<file path="src/rtl/mesa_lb_pkg.sv">
// Shared constants and types for the Mesa local-bus arbiter slice.
package mesa_lb_pkg;

  localparam int unsigned LB_DW = 32;
  localparam int unsigned CNT_W = 16;

  localparam logic [1:0] ST_IDLE    = 2'd0;
  localparam logic [1:0] ST_ISSUE   = 2'd1;
  localparam logic [1:0] ST_WAIT_RD = 2'd2;

  localparam logic [LB_DW-1:0] RD_ERR_DATA_DEF = 32'hDEADBEEF;

  typedef struct packed {
    logic             wr;
    logic [LB_DW-1:0] addr;
    logic [LB_DW-1:0] data;
  } lb_req_t;

endpackage

</file>
<file path="src/rtl/lb_arb_port.sv">
// One-entry holding register for a single requester; busy covers capture through completion.
module lb_arb_port
  import mesa_lb_pkg::*;
(
  input  logic             clk_lb,
  input  logic             reset,
  input  logic             wr,
  input  logic             rd,
  input  logic [LB_DW-1:0] addr,
  input  logic [LB_DW-1:0] wr_d,
  input  logic             clr,
  output logic             busy,
  output lb_req_t          req
);

  // A simultaneous wr+rd is stored as a write; pulses while busy are dropped.
  always_ff @(posedge clk_lb or posedge reset) begin
    if (reset) begin
      busy <= 1'b0;
      req  <= '0;
    end else if (clr) begin
      busy <= 1'b0;
    end else if (!busy && (wr || rd)) begin
      busy     <= 1'b1;
      req.wr   <= wr;
      req.addr <= addr;
      req.data <= wr_d;
    end
  end

endmodule

</file>
<file path="src/rtl/lb_arbiter.sv">
// Two-port round-robin arbiter that replays captured requests onto the Mesa local bus
// and routes read data (or a timeout error word) back to the owning port.
module lb_arbiter
  import mesa_lb_pkg::*;
#(
  parameter int unsigned      TIMEOUT_CYC = 255,
  parameter logic [LB_DW-1:0] RD_ERR_DATA = RD_ERR_DATA_DEF
) (
  input  logic             clk_lb,
  input  logic             reset,
  input  logic             m0_wr,
  input  logic             m0_rd,
  input  logic [LB_DW-1:0] m0_addr,
  input  logic [LB_DW-1:0] m0_wr_d,
  output logic             m0_busy,
  output logic [LB_DW-1:0] m0_rd_d,
  output logic             m0_rd_rdy,
  input  logic             m1_wr,
  input  logic             m1_rd,
  input  logic [LB_DW-1:0] m1_addr,
  input  logic [LB_DW-1:0] m1_wr_d,
  output logic             m1_busy,
  output logic [LB_DW-1:0] m1_rd_d,
  output logic             m1_rd_rdy,
  output logic             lb_wr,
  output logic             lb_rd,
  output logic [LB_DW-1:0] lb_addr,
  output logic [LB_DW-1:0] lb_wr_d,
  input  logic [LB_DW-1:0] lb_rd_d,
  input  logic             lb_rd_rdy,
  output logic             timeout_err,
  output logic             grant_id
);

  localparam logic [CNT_W-1:0] TERM_CNT = CNT_W'(TIMEOUT_CYC - 1);

  lb_req_t          req0, req1, sel_req;
  logic [1:0]       state, state_nxt;
  logic [CNT_W-1:0] cnt;
  logic             last_grant;
  logic             grant_c, issue_c, done_c, tmo_c;
  logic             own_wr_c, rd_fin_c, clr0_c, clr1_c;
  logic [LB_DW-1:0] rd_data_c;

  lb_arb_port u_port0 (
    .clk_lb (clk_lb),
    .reset  (reset),
    .wr     (m0_wr),
    .rd     (m0_rd),
    .addr   (m0_addr),
    .wr_d   (m0_wr_d),
    .clr    (clr0_c),
    .busy   (m0_busy),
    .req    (req0)
  );

  lb_arb_port u_port1 (
    .clk_lb (clk_lb),
    .reset  (reset),
    .wr     (m1_wr),
    .rd     (m1_rd),
    .addr   (m1_addr),
    .wr_d   (m1_wr_d),
    .clr    (clr1_c),
    .busy   (m1_busy),
    .req    (req1)
  );

  assign sel_req   = grant_c ? req1 : req0;
  assign own_wr_c  = grant_id ? req1.wr : req0.wr;
  assign clr0_c    = done_c && !grant_id;
  assign clr1_c    = done_c && grant_id;
  assign rd_fin_c  = done_c && (state == ST_WAIT_RD);
  assign rd_data_c = lb_rd_rdy ? lb_rd_d : RD_ERR_DATA;

  always_ff @(posedge clk_lb or posedge reset) begin
    if (reset) state <= ST_IDLE;
    else       state <= state_nxt;
  end

  // Strobes are registered on the IDLE->ISSUE edge so they are visible during ISSUE.
  always_comb begin
    state_nxt = state;
    grant_c   = last_grant;
    issue_c   = 1'b0;
    done_c    = 1'b0;
    tmo_c     = 1'b0;
    case (state)
      ST_IDLE: begin
        if (m0_busy || m1_busy) begin
          issue_c   = 1'b1;
          grant_c   = (m0_busy && m1_busy) ? !last_grant : m1_busy;
          state_nxt = ST_ISSUE;
        end
      end
      ST_ISSUE: begin
        if (own_wr_c) begin
          done_c    = 1'b1;
          state_nxt = ST_IDLE;
        end else begin
          state_nxt = ST_WAIT_RD;
        end
      end
      ST_WAIT_RD: begin
        if (lb_rd_rdy) begin
          done_c    = 1'b1;
          state_nxt = ST_IDLE;
        end else if (cnt == TERM_CNT) begin
          done_c    = 1'b1;
          tmo_c     = 1'b1;
          state_nxt = ST_IDLE;
        end
      end
      default: state_nxt = ST_IDLE;
    endcase
  end

  // Bus outputs, return mux, round-robin pointer and saturating wait counter.
  always_ff @(posedge clk_lb or posedge reset) begin
    if (reset) begin
      lb_wr       <= 1'b0;
      lb_rd       <= 1'b0;
      lb_addr     <= '0;
      lb_wr_d     <= '0;
      grant_id    <= 1'b0;
      last_grant  <= 1'b1;
      m0_rd_d     <= '0;
      m1_rd_d     <= '0;
      m0_rd_rdy   <= 1'b0;
      m1_rd_rdy   <= 1'b0;
      timeout_err <= 1'b0;
      cnt         <= '0;
    end else begin
      lb_wr       <= 1'b0;
      lb_rd       <= 1'b0;
      m0_rd_rdy   <= 1'b0;
      m1_rd_rdy   <= 1'b0;
      timeout_err <= tmo_c;
      if (issue_c) begin
        grant_id   <= grant_c;
        last_grant <= grant_c;
        lb_addr    <= sel_req.addr;
        lb_wr_d    <= sel_req.data;
        lb_wr      <= sel_req.wr;
        lb_rd      <= !sel_req.wr;
      end
      if (state == ST_ISSUE) begin
        cnt <= '0;
      end else if (state == ST_WAIT_RD && cnt != '1) begin
        cnt <= cnt + CNT_W'(1);
      end
      if (rd_fin_c) begin
        if (grant_id) begin
          m1_rd_d   <= rd_data_c;
          m1_rd_rdy <= 1'b1;
        end else begin
          m0_rd_d   <= rd_data_c;
          m0_rd_rdy <= 1'b1;
        end
      end
    end
  end

endmodule
</file>
<file path="config.mk">
export PLATFORM = sky130hd
export DESIGN_NAME = lb_arbiter
export DESIGN_NICKNAME = d
export VERILOG_FILES = /design/src/rtl/mesa_lb_pkg.sv /design/src/rtl/lb_arb_port.sv /design/src/rtl/lb_arbiter.sv
export SDC_FILE = /design/constraint.sdc
export NUM_CORES = 1
export LEC_CHECK = 0
export ABC_AREA = 1
export CELL_PAD_IN_SITES_DETAIL_PLACEMENT = 1
export CELL_PAD_IN_SITES_GLOBAL_PLACEMENT = 1
export CORE_MARGIN = 4
export CORE_UTILIZATION = 33
export CTS_CLUSTER_DIAMETER = 100
export CTS_CLUSTER_SIZE = 8
export DETAILED_ROUTE_END_ITERATION = 6
export GPL_TIMING_DRIVEN = 0
export HOLD_SLACK_MARGIN = 0.06
export PLACE_DENSITY = 0.83
export SYNTH_ARGS = -nofsm -noshare
export SYNTH_HDL_FRONTEND = slang
export SYNTH_SLANG_ARGS = --single-unit
</file>
<file path="constraint.sdc">
create_clock -name clk_lb -period 9.3 [get_ports clk_lb]
set_input_delay 0.93 -clock clk_lb [delete_from_list [all_inputs] [get_ports clk_lb]]
set_output_delay 0.93 -clock clk_lb [all_outputs]
set_load 0.02 [all_outputs]
</file>
# Word level (Yosys, flattened, before mapping)
# Index checks and enable logic that the tools add are counted.
# word_totals
in_bits	167
register_bits	285
out_inout_bits	136
elab_cells	86
# classes
n_eq_ne	6
mux	31
reduce_logical	24
bitwise	3
n_addsub	1
# ops
operator	count
2-to-1 mux 65 bit	1
2-to-1 mux 16 bit	2
2-to-1 mux 32 bit	1
2-to-1 mux 1 bit	21
adder 16 x 1 -> 16 bit, second input constant	1
== test 16 x 8 -> 1 bit, second input constant	1
inequality test 16 bit, second input constant	1
AND reduction 2 bit	5
2-to-1 mux 2 bit	4
logical AND 1 bit	7
one-hot mux 2 bit (3 select lines)	1
nonzero test 2 bit	3
zero test 1 bit	5
logical OR 1 bit	3
inequality test 3 bit, second input constant	1
NOT 1 bit	3
== test 2 x 1 -> 1 bit, second input constant	1
== test 2 bit, second input constant	1
zero test 2 bit	1
inequality test 2 bit, second input constant	1
one-hot mux 1 bit (2 select lines)	1

# Logic depth before layout (Yosys ltp)
# Gate-level depths: netlist of the first run.
# logic_depth
depth_word	7
mapped_depth	14
mapped_depth_nobuf	12

# By module
# A second synthesis of the first run with hierarchy kept.
# hier_totals
hier_cells	1450
hier_area_um2	12508.2
# modules_own_cells
mod	seq_area_each_um2	n_inst	cells_each	area_per_inst_um2
lb_arbiter	3829.9	1	870	7160.6
lb_arb_port	1651.6	2	290	2673.8

# Least setup slack after synthesis of the first run
# No wires, ideal clock.
# synth_path
kind	input to register
start	input lb_rd_rdy
end	register u_port1.req[0] (netlist bit)
arrival_ps	2080
n_path_buf	3
setup_ps	117
path_slack_ps	7103
path_stages	10
cell_sequence	clkbuf_1 -> inv_1 -> nand2_2 -> nand2_2 -> nand2_4 -> nand3_4 -> buf_2 -> buf_6 -> nand3_1 -> nand2_1
# synth_via
elab_chain_cells	5
# synth_rtl
item	line	rtl
start, declared	lb_arbiter.sv:30	input logic lb_rd_rdy,
2-to-1 mux 1 bit	lb_arbiter.sv:105	if (lb_rd_rdy) begin
one-hot mux 1 bit (2 select lines)	lb_arbiter.sv:88	case (state)
logical AND 1 bit	lb_arbiter.sv:72	assign clr1_c = done_c && grant_id;
NOT 1 bit (no source line)	-	
AND reduction 2 bit (no source line)	-	
end, declared	lb_arb_port.sv:13	output lb_req_t req
# Every way passes these cells.
# A chain may end at the register's enable or synchronous reset.

# Final worst setup path of the first run
# layout_path
start	register u_port0.busy
end	output m0_busy
# layout_lines
item	line	rtl
start, declared	lb_arb_port.sv:12	output logic busy,
start signal, assigned	lb_arb_port.sv:19	busy <= 1'b0;
start signal, assigned	lb_arb_port.sv:22	busy <= 1'b0;
start signal, assigned	lb_arb_port.sv:24	busy <= 1'b1;
end, declared	lb_arbiter.sv:15	output logic m0_busy,
# No word-level cell between the ends.

==> flow_summary.json, run 1 <==
{
  "r2r-start": "state[0]",
  "die_area_um2": 41200,
  "synth_nets": 1628,
  "multi_input_area_um2": 4620,
  "max_freq_ghz": 0.367,
  "r2r_end": "lb_addr[11]",
  "drive_gt1_share_pct": 7.06,
  "cts.sinks": 285,
  "synth_top_cell_area_share_pct": 56.6,
  "stdcell_count": 2325,
  "die_w_um": 203,
  "port_buffers": 301,
  "post-dp-hpwl_um": 33900,
  "synth-seq-area-share_pct": 56.8,
  "setup.worst_path.start_class": "register",
  "path_buf_inv": 1,
  "ys_types": 32,
  "yosys_warnings": 0,
  "wirelength_um": 47300,
  "initial_core_util_pct": 33.4,
  "outcome": "finished, final reports clean",
  "grt_antenna_before_repair": 2,
  "htree_levels": 2,
  "cts-hold-fix-buffers": 0,
  "gp_congestion": 0.874,
  "cts_buffers": 41,
  "cts_root_buffer": "clkbuf_16",
  "drt-pass1-iter-count": 5,
  "ant_nets": 0,
  "insertion_delay_ns": 0.54,
  "min_path_type": "reg -> reg",
  "worstSetupEndpointType": "output pin",
  "grt_max_degree": 110,
  "drt-initial-drc-count": 645,
  "vias": 11900,
  "synth_area_leaders": "dfrtp_1, nand2_1, nand3_1",
  "cp-startpoint": "u_port0.busy",
  "synthTopCellsByCount": "nand2_1, dfrtp_1, nand3_1",
  "final-seq-area_um2": 7130,
  "vdd.ir_drop.worst_mv": 0.150,
  "drc": 0,
  "grt_usage_pct": 22.5,
  "io_pins": 303,
  "path_delay_family": "buffers and inverters",
  "cts_buffer_depth": 3,
  "synth.cell_area_um2": 12500,
  "async_flop_share_pct": 100,
  "rrSetupSlack_ns": 6.67,
  "worstSetupEndpoint": "m0_busy",
  "synth_top_area_cell": "dfrtp_1",
  "areaGrowthSynthToFinish_pct": 38.4,
  "worstPathRequired_ns": 8.37,
  "grt_first_pass_wirelength_um": 73700,
  "rsz0062_at_grt": "no",
  "diodes": 0,
  "whs_ns": 0.465,
  "synth_edf_count": 0,
  "nets": 1974,
  "reg2reg_depth": 8,
  "fin_crit_sh_pct": 29.3,
  "synth_flop_cell": "dfrtp_1",
  "synth.avg_cell_area_um2": 8.62,
  "finClkSkew_ns": 0.0278,
  "synth_seq_cells": 285,
  "synthCells": 1456,
  "worst-path-max-fanout": 6,
  "crit_path_max_incr_delay_ns": 0.68,
  "cts_tree": "built",
  "critical_path_depth": 1,
  "n_fill_cell": 4395,
  "total_power_uw": 6550,
  "crit_type": "reg -> out",
  "dp_cells": 2270,
  "vias_per_cell": 5.10,
  "rows": 71,
  "total_leakage_power_uw": 0.00819,
  "overflow": 0,
  "drv_slew": 0,
  "post_cts_buffers": 0,
  "ctsResizeCount": 0,
  "setup_viol": 0,
  "finalCriticalPeriod_ns": 2.73,
  "post-route-util_pct": 46.2,
  "drv_cap": 0,
  "tightest_slew_ns": 0.726,
  "maxSlewHeadroom_pct": 51.6,
  "power.density_nw_per_um2": 377,
  "core_area_um2": 37600,
  "first_global_vias": 13000,
  "crit_chain": "clkdlybuf4s50_1",
  "final-hold-violation-count": 0,
  "yosysMostFrequentCell": "nand2_1",
  "cp.arrival_ns": 1.80,
  "wl_per_cell_um": 20.3,
  "cp_slowest_cell": "clkdlybuf4s50_1",
  "fp.dieH_um": 203,
  "path_clk_slew_ns": 0.05
}
through the flow:
stage | worst slack (ns) | instance area (um2) | TNS [ns]
2_1_floorplan | 0.508 | 12500 | 0
3_3_place_gp | -3.25 | 16200 | -914.98
3_5_place_dp | 6.04 | 16300 | 0
4_1_cts | 6.58 | 17400 | 0
5_1_grt | 6.48 | 17400 | 0
6_report | 6.57 | 17400 | 0
registers in the layout, indices dropped and copies added, names as in the netlist, 2 cells and up:
register and cells:
state 2, m0_rd_d 32, lb_addr 32, u_port0.req 65, lb_wr_d 32, cnt 16
m1_rd_d 32, u_port1.req 65
power by group:
group / internal [uW] / total (uW) / switching [uW]
registers: 1820 / 2180 / 367
clock network: 795 / 1340 / 548
logic: 1110 / 3020 / 1910
total: 3720 / 6550 / 2830
per-layer routing:
layer  share of wire, %  GRT usage [%]  vias to the layer above
li1                   -              -                     5437
met1                 42           28.7                     5968
met2                 49           39.1                      369
met3                6.3           4.54                       82
met4                2.4           6.05                        4
met5              0.057              0                        -
final cells by class:
cell class	instances	share of cell area, %
Sequential cell	285	41.1
Multi-Input combinational cell	1022	26.6
Timing Repair Buffer	303	17.7
Clock buffer	51	6.12
Tap cell	511	3.68
Buffer	104	3.61
Inverter	45	1.02
Clock inverter	4	0.266
cell usage in the layout (no fill, tap or decap), drive strengths merged, types with 7 or more instances in the layout:
cell type / count
buf: 53
xor2: 7
nand4: 70
clkdlybuf4s50: 301
nand2: 517
or2: 24
o21ai: 72
a21oi: 74
nor2: 90
clkbuf: 104
nand3: 146
nor3: 7
dfrtp: 284
inv: 44
how the worst min path moves through the flow:
stage / depth (start not counted) / slack (ns) / from / end
2_1_floorplan: 2 / 0.44 / u_port1.req[0] / u_port1.req[0]
3_3_place_gp: 2 / 0.45 / u_port1.req[24] / u_port1.req[24]
3_5_place_dp: 2 / 0.45 / u_port1.req[0] / u_port1.req[0]
4_1_cts: 2 / 0.47 / u_port1.req[30] / u_port1.req[30]
5_1_grt: 2 / 0.49 / u_port1.req[52] / u_port1.req[52]
6_report: 2 / 0.46 / u_port1.req[30] / u_port1.req[30]
logic make-up after synthesis:
| group | after synthesis | synth area share, % |
|---|---|---|
| xor gates and xnor gates | 8 | 0.558 |
| AOI/OAI and AO/OA | 153 | 6.34 |
| and+or+nand+nor | 856 | 29.4 |
| DFF | 285 | 56.8 |
| adders and majority gates | 5 | 0.499 |
| buffers and inverters | 149 | 6.34 |
No activity file was read; power rests on OpenSTA's default activity.
==> inputs of run 2 (changes only) <==
--- a/config.mk
+++ b/config.mk
@@ -9,13 +9,13 @@
 export CELL_PAD_IN_SITES_DETAIL_PLACEMENT = 1
 export CELL_PAD_IN_SITES_GLOBAL_PLACEMENT = 1
 export CORE_MARGIN = 4
-export CORE_UTILIZATION = 33
+export CORE_UTILIZATION = 37
 export CTS_CLUSTER_DIAMETER = 100
 export CTS_CLUSTER_SIZE = 8
 export DETAILED_ROUTE_END_ITERATION = 6
 export GPL_TIMING_DRIVEN = 0
 export HOLD_SLACK_MARGIN = 0.06
-export PLACE_DENSITY = 0.83
+export PLACE_DENSITY = 0.87
 export SYNTH_ARGS = -nofsm -noshare
 export SYNTH_HDL_FRONTEND = slang
 export SYNTH_SLANG_ARGS = --single-unit
==> constraint.sdc (replaced) <==
create_clock -name clk_lb -period 2.7 [get_ports clk_lb]
set_input_delay 0.27 -clock clk_lb [delete_from_list [all_inputs] [get_ports clk_lb]]
set_output_delay 0.27 -clock clk_lb [all_outputs]
set_load 0.02 [all_outputs]
==> run 2 against run 1 <==
  * Sequential power grew to 3.5 times the previous value
  * Worst setup slack got worse by 6.4 ns
  * Flip-flop and latch count stayed put
  * Non-clock buffer count grew 5
  * Cell count is 2.5% lower
  * Global-route usage increased by 2.8 points
  * Power rose to 3.5 times the previous value
  * Critical path depth is 9 higher
  * Clock skew is 0.013 ns lower
  * Utilization up 5.6 points
  * Register-to-register slack lost 6.5 ns
  * Clock-buffer cell count increased by 1
  * Critical path type is now reg -> reg
  * Largest power group unchanged
==> flow_summary.json, run 2 (same netlist as run 1, synthesis figures left out) <==
{
  "crit_chain": "inv_1 -> ha_1 -> nand2_1 -> nand2_1 -> nand2_1 -> inv_1 -> buf_2 -> buf_1 -> nor2_1 -> o21ai_0",
  "crit_type": "reg -> reg",
  "initial_core_util_pct": 37.4,
  "fin_crit_sh_pct": 92.0,
  "min_path_type": "in -> async",
  "path_delay_family": "buffers and inverters",
  "stdcell_count": 2266,
  "core_area_um2": 33500,
  "total_leakage_power_uw": 0.00823,
  "crit_path_frequent_cell": "nand2_1",
  "first_global_vias": 13000,
  "cp.arrival_ns": 2.89,
  "rsz0062_at_grt": "no",
  "outcome": "finished, final reports clean",
  "gp_congestion": 0.897,
  "crit_path_max_incr_delay_ns": 0.59,
  "dp_cells": 2212,
  "worstPathRequired_ns": 3.11,
  "rows": 67,
  "drive_gt1_share_pct": 7.37,
  "wl_per_cell_um": 20.8,
  "path_buf_inv": 4,
  "path_clk_slew_ns": 0.05,
  "worst-path-max-fanout": 10,
  "die_w_um": 192,
  "top_regs": "u_port0.req: 65 flops, u_port1.req: 65 flops",
  "vdd.ir_drop.worst_mv": 0.647,
  "fp.dieH_um": 192,
  "setup.worst_path.start_class": "register",
  "finalCriticalPeriod_ns": 2.48,
  "ant_nets": 0,
  "tns_ns": 0,
  "cp_slowest_cell": "buf_1",
  "nets": 1979,
  "finClkSkew_ns": 0.0144,
  "whs_ns": 0.0954,
  "drv_cap": 0,
  "port_buffers": 301,
  "grt_first_pass_wirelength_um": 73500,
  "cts_tree": "built",
  "overflow": 0,
  "drc": 0,
  "total_power_uw": 22700,
  "cts_buffer_depth": 3,
  "maxSlewHeadroom_pct": 50.3,
  "post-dp-hpwl_um": 34500,
  "cts_root_buffer": "clkbuf_16",
  "wirelength_um": 47200,
  "grt_max_degree": 44,
  "cts.sinks": 285,
  "cts_buffers": 41,
  "areaGrowthSynthToFinish_pct": 38.6,
  "final_cell_mix": "nand2_1, clkdlybuf4s50_1, dfrtp_1",
  "grt_usage_pct": 25.3,
  "vias": 11900,
  "htree_levels": 2,
  "grt_antenna_before_repair": 2,
  "die_area_um2": 36900,
  "drv_slew": 0,
  "vias_per_cell": 5.23,
  "cts-hold-fix-buffers": 0,
  "final-hold-violation-count": 0,
  "io_pins": 303,
  "max_freq_ghz": 0.403,
  "insertion_delay_ns": 0.53,
  "setup_viol": 0,
  "power.density_nw_per_um2": 1300,
  "worstSetupEndpointType": "register",
  "drt-initial-drc-count": 651,
  "drt-pass1-iter-count": 5,
  "diodes": 0,
  "layout.cells.most_common": "nand2_1",
  "tightest_slew_ns": 0.746
}
==> run 2: path summary, 6_finish.rpt <==
check	endpoint	depth (start not counted)	from	slack (ns)
worst max-delay path	lb_wr_d[5]	10	state[0]	0.22
worst min-delay path	u_port1.req[14]	2	reset	0.1
worst max register to register	lb_wr_d[5]	10	state[0]	0.22
worst min register to register	u_port1.req[59]	2	u_port1.req[59]	0.47
max in group asynchronous	m0_rd_d[23]	5	reset	1.48
min in group clk_lb	m0_rd_d[4]	5	lb_rd_rdy	0.29
==> run 2: where the power goes <==
part           switching (uW)  total (uW)  internal (uW)
clock network            1850        4680           2830
registers                1280        7550           6260
logic                    6620       10400           3830
total                    9750       22700          12900
==> run 2: through the flow <==
| step | setup WS [ns] | utilization (%) | instance area [um2] |
|---|---|---|---|
| 6_report | 0.217 | 51.9 | 17400 |
| 5_1_grt | 0.0504 | 51.9 | 17400 |
| 4_1_cts | 0.200 | 51.9 | 17400 |
| 3_5_place_dp | 0.00255 | 48.5 | 16300 |
| 3_3_place_gp | -3.46 | 48.1 | 16100 |
| 2_1_floorplan | -1.35 | - | 12600 |
==> run 2: repair_timing <==
action	in CTS	in global routing
buffers inserted	0	0
endpoints found under the setup margin	1	0
resized for setup	1	0
==> run 2: worst reg2reg max path, delay by kind of cell (launching register included) <==
family / cells / cell delay (ns)
buf+inv: 4 / 1.04
compound gates: 1 / 0.27
fa+ha+maj: 1 / 0.29
flops: 1 / 0.39
simple gates: 4 / 0.39
==> run 2: area by class of cell <==
type	instances	area, um2
fill	3942	16100
sequential	285	7130
multi-input combinational	1022	4620
timing repair buffer	308	3150
clock buffer	52	1110
buffer	104	628
tap	448	561
inverter	45	173
clock inverter	2	13.8
==> run 2: routing by layer <==
layer | routed length, um | vias up | global-route usage (%)
li1 | - | 5444 | -
met1 | 18900 | 5894 | 31.3
met2 | 23500 | 399 | 44.0
met5 | 32 | - | 0
met4 | 1740 | 4 | 8.72
met3 | 3050 | 109 | 5.22
